`config.mk`:
```
export PLATFORM = sky130hd
export DESIGN_NAME = obstacle_scheduler
export DESIGN_NICKNAME = d
export VERILOG_FILES = /design/src/rtl/obstacle_scheduler.sv
export SDC_FILE = /design/constraint.sdc
export NUM_CORES = 1
export LEC_CHECK = 0
export CORE_ASPECT_RATIO = 1.75
export CORE_UTILIZATION = 24
export DETAILED_ROUTE_END_ITERATION = 10
export RECOVER_POWER = 25
export SETUP_SLACK_MARGIN = 0.4
export SLEW_MARGIN = 30
export SYNTH_ARGS = -nofsm -noshare
export SYNTH_HDL_FRONTEND = slang
export SYNTH_SLANG_ARGS = --single-unit
```
`constraint.sdc`:
```
create_clock -name clk -period 2.9 [get_ports clk]
set_input_delay 0.435 -clock clk [delete_from_list [all_inputs] [get_ports clk]]
set_output_delay 0.435 -clock clk [all_outputs]
set_load 0.02 [all_outputs]
```
`src/rtl/obstacle_scheduler.sv`:
```
// Round-robin spawn scheduler for the obstacle lanes, paced by game_en.
// Define OBSTACLE_SCHED_LEVEL_RAMP_EN to enable level counting and gap shrink.
module obstacle_scheduler #(
    parameter int         NUM_SLOTS        = 4,
    parameter logic [7:0] BASE_GAP         = 8'd24,
    parameter logic [7:0] MIN_GAP          = 8'd6,
    parameter logic [7:0] GAP_STEP         = 8'd3,
    parameter logic [3:0] SPAWNS_PER_LEVEL = 4'd8,
    parameter logic [2:0] MAX_LEVEL        = 3'd7,
    parameter logic [9:0] AMP_MASK         = 10'd127,
    parameter logic [7:0] ACK_TIMEOUT      = 8'd4
) (
    input  logic                 clk,
    input  logic                 rst,
    input  logic                 game_en,
    input  logic                 game_active,
    input  logic                 collision,
    input  logic [NUM_SLOTS-1:0] slot_idle,
    input  logic [NUM_SLOTS-1:0] slot_ack,
    input  logic [9:0]           rand_in,
    output logic [NUM_SLOTS-1:0] spawn_req,
    output logic [9:0]           y_amplitude_out,
    output logic [2:0]           level,
    output logic [15:0]          spawn_count,
    output logic                 halted
);

    localparam int PW = $clog2(NUM_SLOTS);

    typedef enum logic [2:0] {
        S_IDLE, S_GAP, S_PICK, S_GRANT, S_HALT
    } state_e;

    state_e               state_q, state_d;
    logic [7:0]           gap_cnt_q, gap_cnt_d;
    logic [7:0]           ack_cnt_q, ack_cnt_d;
    logic [PW-1:0]        rr_q, rr_d;
    logic [PW-1:0]        grant_q, grant_d;
    logic [NUM_SLOTS-1:0] req_q, req_d;
    logic [9:0]           amp_q, amp_d;
    logic [15:0]          cnt_q, cnt_d;
    logic                 coll_q;

    logic                 halt_now, ack_hit;
    logic [7:0]           gap_now, gap_next, ack_inc;
    logic                 pick_found;
    logic [PW-1:0]        pick_idx, rr_inc;
    logic [PW:0]          scan, grant_inc;

    assign halt_now  = coll_q | collision;
    assign ack_hit   = game_en & ~halt_now & game_active
                     & (state_q == S_GRANT) & slot_ack[grant_q];
    assign ack_inc   = ack_cnt_q + 8'd1;
    assign grant_inc = {1'b0, grant_q} + {{PW{1'b0}}, 1'b1};
    assign rr_inc    = (grant_inc == (PW+1)'(NUM_SLOTS)) ? '0 : grant_inc[PW-1:0];

`ifdef OBSTACLE_SCHED_LEVEL_RAMP_EN
    logic [2:0] level_q, level_d;
    logic [3:0] lvl_cnt_q, lvl_cnt_d;

    // Compare before subtracting so the gap never wraps below the floor.
    function automatic logic [7:0] gap_of(input logic [2:0] lv);
        logic [10:0] prod;
        logic [7:0]  diff;
        prod = 11'(lv) * 11'(GAP_STEP);
        if (prod >= 11'(BASE_GAP)) return MIN_GAP;
        diff = BASE_GAP - prod[7:0];
        return (diff < MIN_GAP) ? MIN_GAP : diff;
    endfunction

    always_comb begin
        level_d   = level_q;
        lvl_cnt_d = lvl_cnt_q;
        if (ack_hit) begin
            if (lvl_cnt_q + 4'd1 == SPAWNS_PER_LEVEL) begin
                lvl_cnt_d = '0;
                if (level_q != MAX_LEVEL) level_d = level_q + 3'd1;
            end else begin
                lvl_cnt_d = lvl_cnt_q + 4'd1;
            end
        end
    end

    always_ff @(posedge clk) begin
        if (rst) begin
            level_q   <= '0;
            lvl_cnt_q <= '0;
        end else begin
            level_q   <= level_d;
            lvl_cnt_q <= lvl_cnt_d;
        end
    end

    assign gap_now  = gap_of(level_q);
    assign gap_next = gap_of(level_d);
    assign level    = level_q;
`else
    assign gap_now  = BASE_GAP;
    assign gap_next = BASE_GAP;
    assign level    = 3'd0;
`endif

    // Cyclic scan for the first idle lane at or after the round-robin pointer.
    always_comb begin
        pick_found = 1'b0;
        pick_idx   = '0;
        scan       = '0;
        for (int i = 0; i < NUM_SLOTS; i++) begin
            scan = {1'b0, rr_q} + (PW+1)'(i);
            if (scan >= (PW+1)'(NUM_SLOTS)) scan = scan - (PW+1)'(NUM_SLOTS);
            if (!pick_found && slot_idle[scan[PW-1:0]]) begin
                pick_found = 1'b1;
                pick_idx   = scan[PW-1:0];
            end
        end
    end

    always_comb begin
        state_d   = state_q;
        gap_cnt_d = gap_cnt_q;
        ack_cnt_d = ack_cnt_q;
        rr_d      = rr_q;
        grant_d   = grant_q;
        req_d     = req_q;
        amp_d     = amp_q;
        cnt_d     = cnt_q;
        if (game_en) begin
            if (halt_now) begin
                state_d = S_HALT;
                req_d   = '0;
            end else if (!game_active) begin
                state_d = S_IDLE;
                req_d   = '0;
            end else begin
                unique case (state_q)
                    S_IDLE: begin
                        gap_cnt_d = gap_now;
                        state_d   = (gap_now == 8'd0) ? S_PICK : S_GAP;
                    end
                    S_GAP: begin
                        gap_cnt_d = gap_cnt_q - 8'd1;
                        if (gap_cnt_q <= 8'd1) state_d = S_PICK;
                    end
                    S_PICK: begin
                        if (pick_found) begin
                            req_d           = '0;
                            req_d[pick_idx] = 1'b1;
                            grant_d         = pick_idx;
                            amp_d           = rand_in & AMP_MASK;
                            ack_cnt_d       = '0;
                            state_d         = S_GRANT;
                        end
                    end
                    S_GRANT: begin
                        if (slot_ack[grant_q]) begin
                            req_d     = '0;
                            rr_d      = rr_inc;
                            if (cnt_q != 16'hFFFF) cnt_d = cnt_q + 16'd1;
                            gap_cnt_d = gap_next;
                            state_d   = (gap_next == 8'd0) ? S_PICK : S_GAP;
                        end else begin
                            ack_cnt_d = ack_inc;
                            if (ack_inc >= ACK_TIMEOUT) begin
                                req_d     = '0;
                                rr_d      = rr_inc;
                                gap_cnt_d = gap_now;
                                state_d   = (gap_now == 8'd0) ? S_PICK : S_GAP;
                            end
                        end
                    end
                    S_HALT: req_d = '0;
                    default: state_d = S_IDLE;
                endcase
            end
        end
    end

    always_ff @(posedge clk) begin
        if (rst) begin
            state_q   <= S_IDLE;
            gap_cnt_q <= '0;
            ack_cnt_q <= '0;
            rr_q      <= '0;
            grant_q   <= '0;
            req_q     <= '0;
            amp_q     <= '0;
            cnt_q     <= '0;
            coll_q    <= 1'b0;
        end else begin
            state_q   <= state_d;
            gap_cnt_q <= gap_cnt_d;
            ack_cnt_q <= ack_cnt_d;
            rr_q      <= rr_d;
            grant_q   <= grant_d;
            req_q     <= req_d;
            amp_q     <= amp_d;
            cnt_q     <= cnt_d;
            coll_q    <= coll_q | collision;
        end
    end

    assign spawn_req       = req_q;
    assign y_amplitude_out = amp_q;
    assign spawn_count     = cnt_q;
    assign halted          = (state_q == S_HALT);

endmodule

```
==> summary.log <==
INFO  status         status=finished, final reports clean
INFO  critical_path  endpoint_kind=register
INFO  placed_design  number_of_buffers_inserted_by_port_buffering=47
INFO  timing         maxClockFrequency=0.418GHz
INFO  job            timing.max_cap.violations=0
INFO  yosys          synth_cell_type_count=51
INFO  detailed_routing drt-initial-drc-count=110
INFO  detailed_routing drc_errors=0
INFO  power_and_ir_drop power.share.clock=42.0%
INFO  power_and_ir_drop p_sw_share=22.4%
INFO  floorplanning  dieHeight=142um
INFO  critical_path  critical_path_arrival=2610ps
INFO  power_and_ir_drop total_switching_power=0.314mW
INFO  floorplanning  placementRows=50
INFO  yosys          syn_area=2700squm
INFO  detailed_routing drtAntennaViolNets=0
INFO  global_route   antenna_found_initial=0
INFO  cts            cts.repair.resized=0
INFO  timing         hold_viol=0
INFO  power_and_ir_drop pwr-share-comb=7.3%
INFO  placed_design  hpwlAfterDp=5070um
INFO  layout         layout-drive-gt1-share=6.40%
INFO  timing         fin_setup_tns=0ps
INFO  power_and_ir_drop power_leakage=1.31nW
INFO  layout         filler_cell_count=1,133
INFO  timing         fin_skew=5.46ps
INFO  cts            numCtsBuffers=5
INFO  global_route   global_route_wire_length_before_repair=11,100um
INFO  global_route   grt_use_total=12.2%
INFO  power_and_ir_drop cellInternalPower=1.09mW
INFO  yosys          synth_warnings=0
INFO  yosys          syn-instance-count=327
INFO  cts            clk-insertion-delay-late=290ps
INFO  detailed_routing highest_layer=met4
INFO  critical_path  worst-endpoint-required=3120ps
INFO  floorplanning  die-width=82.2um
INFO  min_path       hold_path_class=reg -> reg
INFO  detailed_routing route.final.wire_length=6750um
INFO  yosys          synth-seq-cells=51
INFO  cts            tritoncts=yes
INFO  layout         fin_nets=403
INFO  layout         layout.core_utilization=32.0%
INFO  detailed_routing viasPerCell=5.01
INFO  cts            cts-htree-levels=2
INFO  detailed_routing drt_first_pass_iters=4
INFO  yosys          post_synth.cell_area_avg=8.27squm
INFO  detailed_routing met3_wirelength=257um
INFO  cts            number_of_post_cts_setup_repair_buffers=0
INFO  global_route   grt_max_degree=33
INFO  layout         antennaDiodeCount=0
INFO  power_and_ir_drop p_seq_share=50.7%
INFO  detailed_routing m1WireLength=2700um
INFO  placed_design  finalWeightedCongestion=0.794
INFO  detailed_routing routed-wl-met2=3590um
INFO  floorplanning  floorplan.core_area=10,800squm
INFO  timing         tmin_final=2390ps
INFO  yosys          yosysSeqAreaShare=37.8%
INFO  cts            cts.path.max_buffers=2
INFO  cts            cts.root.buffer_cell=sky130_fd_sc_hd__clkbuf_16
INFO  power_and_ir_drop peak_ir_drop_on_the_vdd_network=0.294mV
INFO  yosys          post_synth_edffs=0
INFO  detailed_routing vias_after_detailed_routing=2,531
INFO  timing         setup_viol=0
INFO  critical_path  timing.setup.critical_path_class=in -> reg
INFO  yosys          asyncSetResetFlopFracSynth=0%
INFO  timing         report.final.slew_viol_count=0
INFO  timing         final.period_utilization=82.4%
INFO  timing         grt_setup_unrepaired=false
INFO  yosys          synth-main-ff-cell=sky130_fd_sc_hd__dfxtp_1
INFO  detailed_routing wire_per_inst=13.4um
INFO  timing         slew_headroom=57.7%
INFO  floorplanning  die-area=11,700squm
INFO  cts            clk_pin_slew=60ps
INFO  critical_path  start_kind=primary input
INFO  floorplanning  ios=57
INFO  layout         area_delta_synth_final=28.0%
INFO  critical_path  cp_max_fo=6
INFO  global_route   global_route.overflow_total=0
INFO  power_and_ir_drop power.density_cell_area=405nW/um^2
INFO  cts            clock_sink_count=51
INFO  timing         worst-slew-pin-transition=631ps
INFO  floorplanning  start_util=25.0%
INFO  global_route   first_global_vias=2,470
INFO  cts            ctsHoldBuffers=0
## power groups by stage
stage | combinational (mW) | clock (mW) | sequential [mW]
after floorplan | 0.0651 | 0 | 0.722
after global placement | 0.101 | 0 | 0.725
after detailed placement | 0.103 | 0 | 0.726
after CTS | 0.103 | 0.610 | 0.710
after global routing | 0.112 | 0.634 | 0.710
final | 0.102 | 0.588 | 0.710
## area by class of cell
type | count | area [sq um] | area share, %
clock buffer | 6 | 139 | 4.01
clock inverter | 1 | 5.00 | 0.145
inverter | 8 | 30.0 | 0.868
multi-input combinational | 253 | 1570 | 45.4
sequential | 51 | 1020 | 29.5
tap | 130 | 163 | 4.70
timing repair buffer | 56 | 533 | 15.4
## placed cells by master (no fill, tap or decap), types with 2 or more instances in the layout
cell and instances:
sky130_fd_sc_hd__nor2_1 51, sky130_fd_sc_hd__dfxtp_1 51, sky130_fd_sc_hd__clkdlybuf4s50_1 27, sky130_fd_sc_hd__a21oi_1 25, sky130_fd_sc_hd__dlygate4sd3_1 19, sky130_fd_sc_hd__nand3_1 14
sky130_fd_sc_hd__o21ai_0 14, sky130_fd_sc_hd__nand2_1 13, sky130_fd_sc_hd__nor3_1 12, sky130_fd_sc_hd__mux2i_1 11, sky130_fd_sc_hd__nand4_1 9, sky130_fd_sc_hd__xor2_1 9
sky130_fd_sc_hd__buf_4 9, sky130_fd_sc_hd__inv_1 8, sky130_fd_sc_hd__or3_1 8, sky130_fd_sc_hd__xnor2_1 7, sky130_fd_sc_hd__a211oi_1 6, sky130_fd_sc_hd__conb_1 6
sky130_fd_sc_hd__nor2b_1 5, sky130_fd_sc_hd__nand2b_1 5, sky130_fd_sc_hd__ha_1 5, sky130_fd_sc_hd__clkbuf_16 5, sky130_fd_sc_hd__and3_1 4, sky130_fd_sc_hd__and2_1 4
sky130_fd_sc_hd__a211o_1 3, sky130_fd_sc_hd__a31oi_1 3, sky130_fd_sc_hd__o211ai_1 3, sky130_fd_sc_hd__a311oi_1 3, sky130_fd_sc_hd__and4_1 3, sky130_fd_sc_hd__nor3b_1 2
sky130_fd_sc_hd__or4_1 2, sky130_fd_sc_hd__a41oi_1 2, sky130_fd_sc_hd__nor4_1 2, sky130_fd_sc_hd__o22ai_1 2, sky130_fd_sc_hd__nand3b_1 2, sky130_fd_sc_hd__a22oi_1 2
## flip-flops by register name, indices dropped and copies added, names as in the netlist
name	count
ack_cnt_q	8
coll_q	1
gap_cnt_q	8
grant_q	2
rr_q	2
spawn_count	16
spawn_req	4
state_q	3
y_amplitude_out	7
## through the flow
stage               power (mW)  area (sq um)  setup WS (ps)  hold slack [ps]  instances
floorplan                0.787          2720            754              450        332
global placement         0.826          3320            333              451        498
detailed placement       0.828          3320            292              451        498
CTS                       1.42          3460            580              462        505
global route              1.46          3460            384              487        505
finish                    1.40          3460            509              456        505
## cells in the mapped netlist, drive strengths merged (2+ instances only)
cell | count | area, sq um
a31oi | 3 | 18.8
or4 | 2 | 15.0
nor3 | 12 | 60.1
xor2 | 9 | 78.8
and4 | 3 | 26.3
o22ai | 2 | 12.5
nor2 | 51 | 191
mux2i | 11 | 110
or3 | 8 | 50.1
a22oi | 2 | 15.0
nor2b | 5 | 31.3
nand2 | 13 | 48.8
a21oi | 25 | 125
nor3b | 2 | 15.0
xnor2 | 7 | 61.3
clkbuf | 11 | 41.3
a211o | 3 | 26.3
o21ai | 14 | 70.1
nand4 | 9 | 56.3
nand2b | 6 | 45.0
inv | 8 | 30.0
buf | 9 | 60.1
dfxtp | 51 | 1020
a41oi | 2 | 17.5
and3 | 4 | 25.0
a311oi | 3 | 26.3
a211oi | 6 | 45.0
nand3b | 2 | 15.0
ha | 5 | 62.6
and2 | 4 | 25.0
o211ai | 3 | 22.5
nor4 | 2 | 12.5
nand3 | 14 | 70.1
## logic make-up (layout without fill, tap and decap cells)
kind of cell | after synthesis | count (layout) | synth area share [%]
compound gates | 73 | 73 | 18.0
xor+xnor | 16 | 16 | 5.18
fa+ha+maj | 5 | 5 | 2.31
buf+inv | 28 | 71 | 4.86
flops | 51 | 51 | 37.8
mux | 12 | 12 | 4.91
other cells | 1 | 6 | 0.139
simple gates | 141 | 141 | 26.8
## worst max-delay path, cell delays in order
cell and delay [ps]:
sky130_fd_sc_hd__dlygate4sd3_1 580, sky130_fd_sc_hd__nor4bb_1 290, sky130_fd_sc_hd__buf_4 160, sky130_fd_sc_hd__nand3_1 150, sky130_fd_sc_hd__or3_1 370, sky130_fd_sc_hd__buf_4 170, sky130_fd_sc_hd__or3_1 310, sky130_fd_sc_hd__a21oi_1 150
## worst paths after layout
| kind | from | end | slack [ps] | cells after the start |
|---|---|---|---|---|
| max | collision | spawn_count[12] | 510 | 8 |
| min reg2reg | spawn_req[3] | spawn_req[3] | 460 | 2 |
| min | spawn_req[3] | spawn_req[3] | 460 | 2 |
| max reg2reg | grant_q[0] | ack_cnt_q[6] | 700 | 5 |
## layer usage
metal	global-route usage, %	vias to the layer above
li1	-	1262
met1	13.3	1208
met2	21.1	47
met3	2.95	14
met4	6.46	0
met5	0	-
Note: power is estimated with default switching activity, not from simulation.
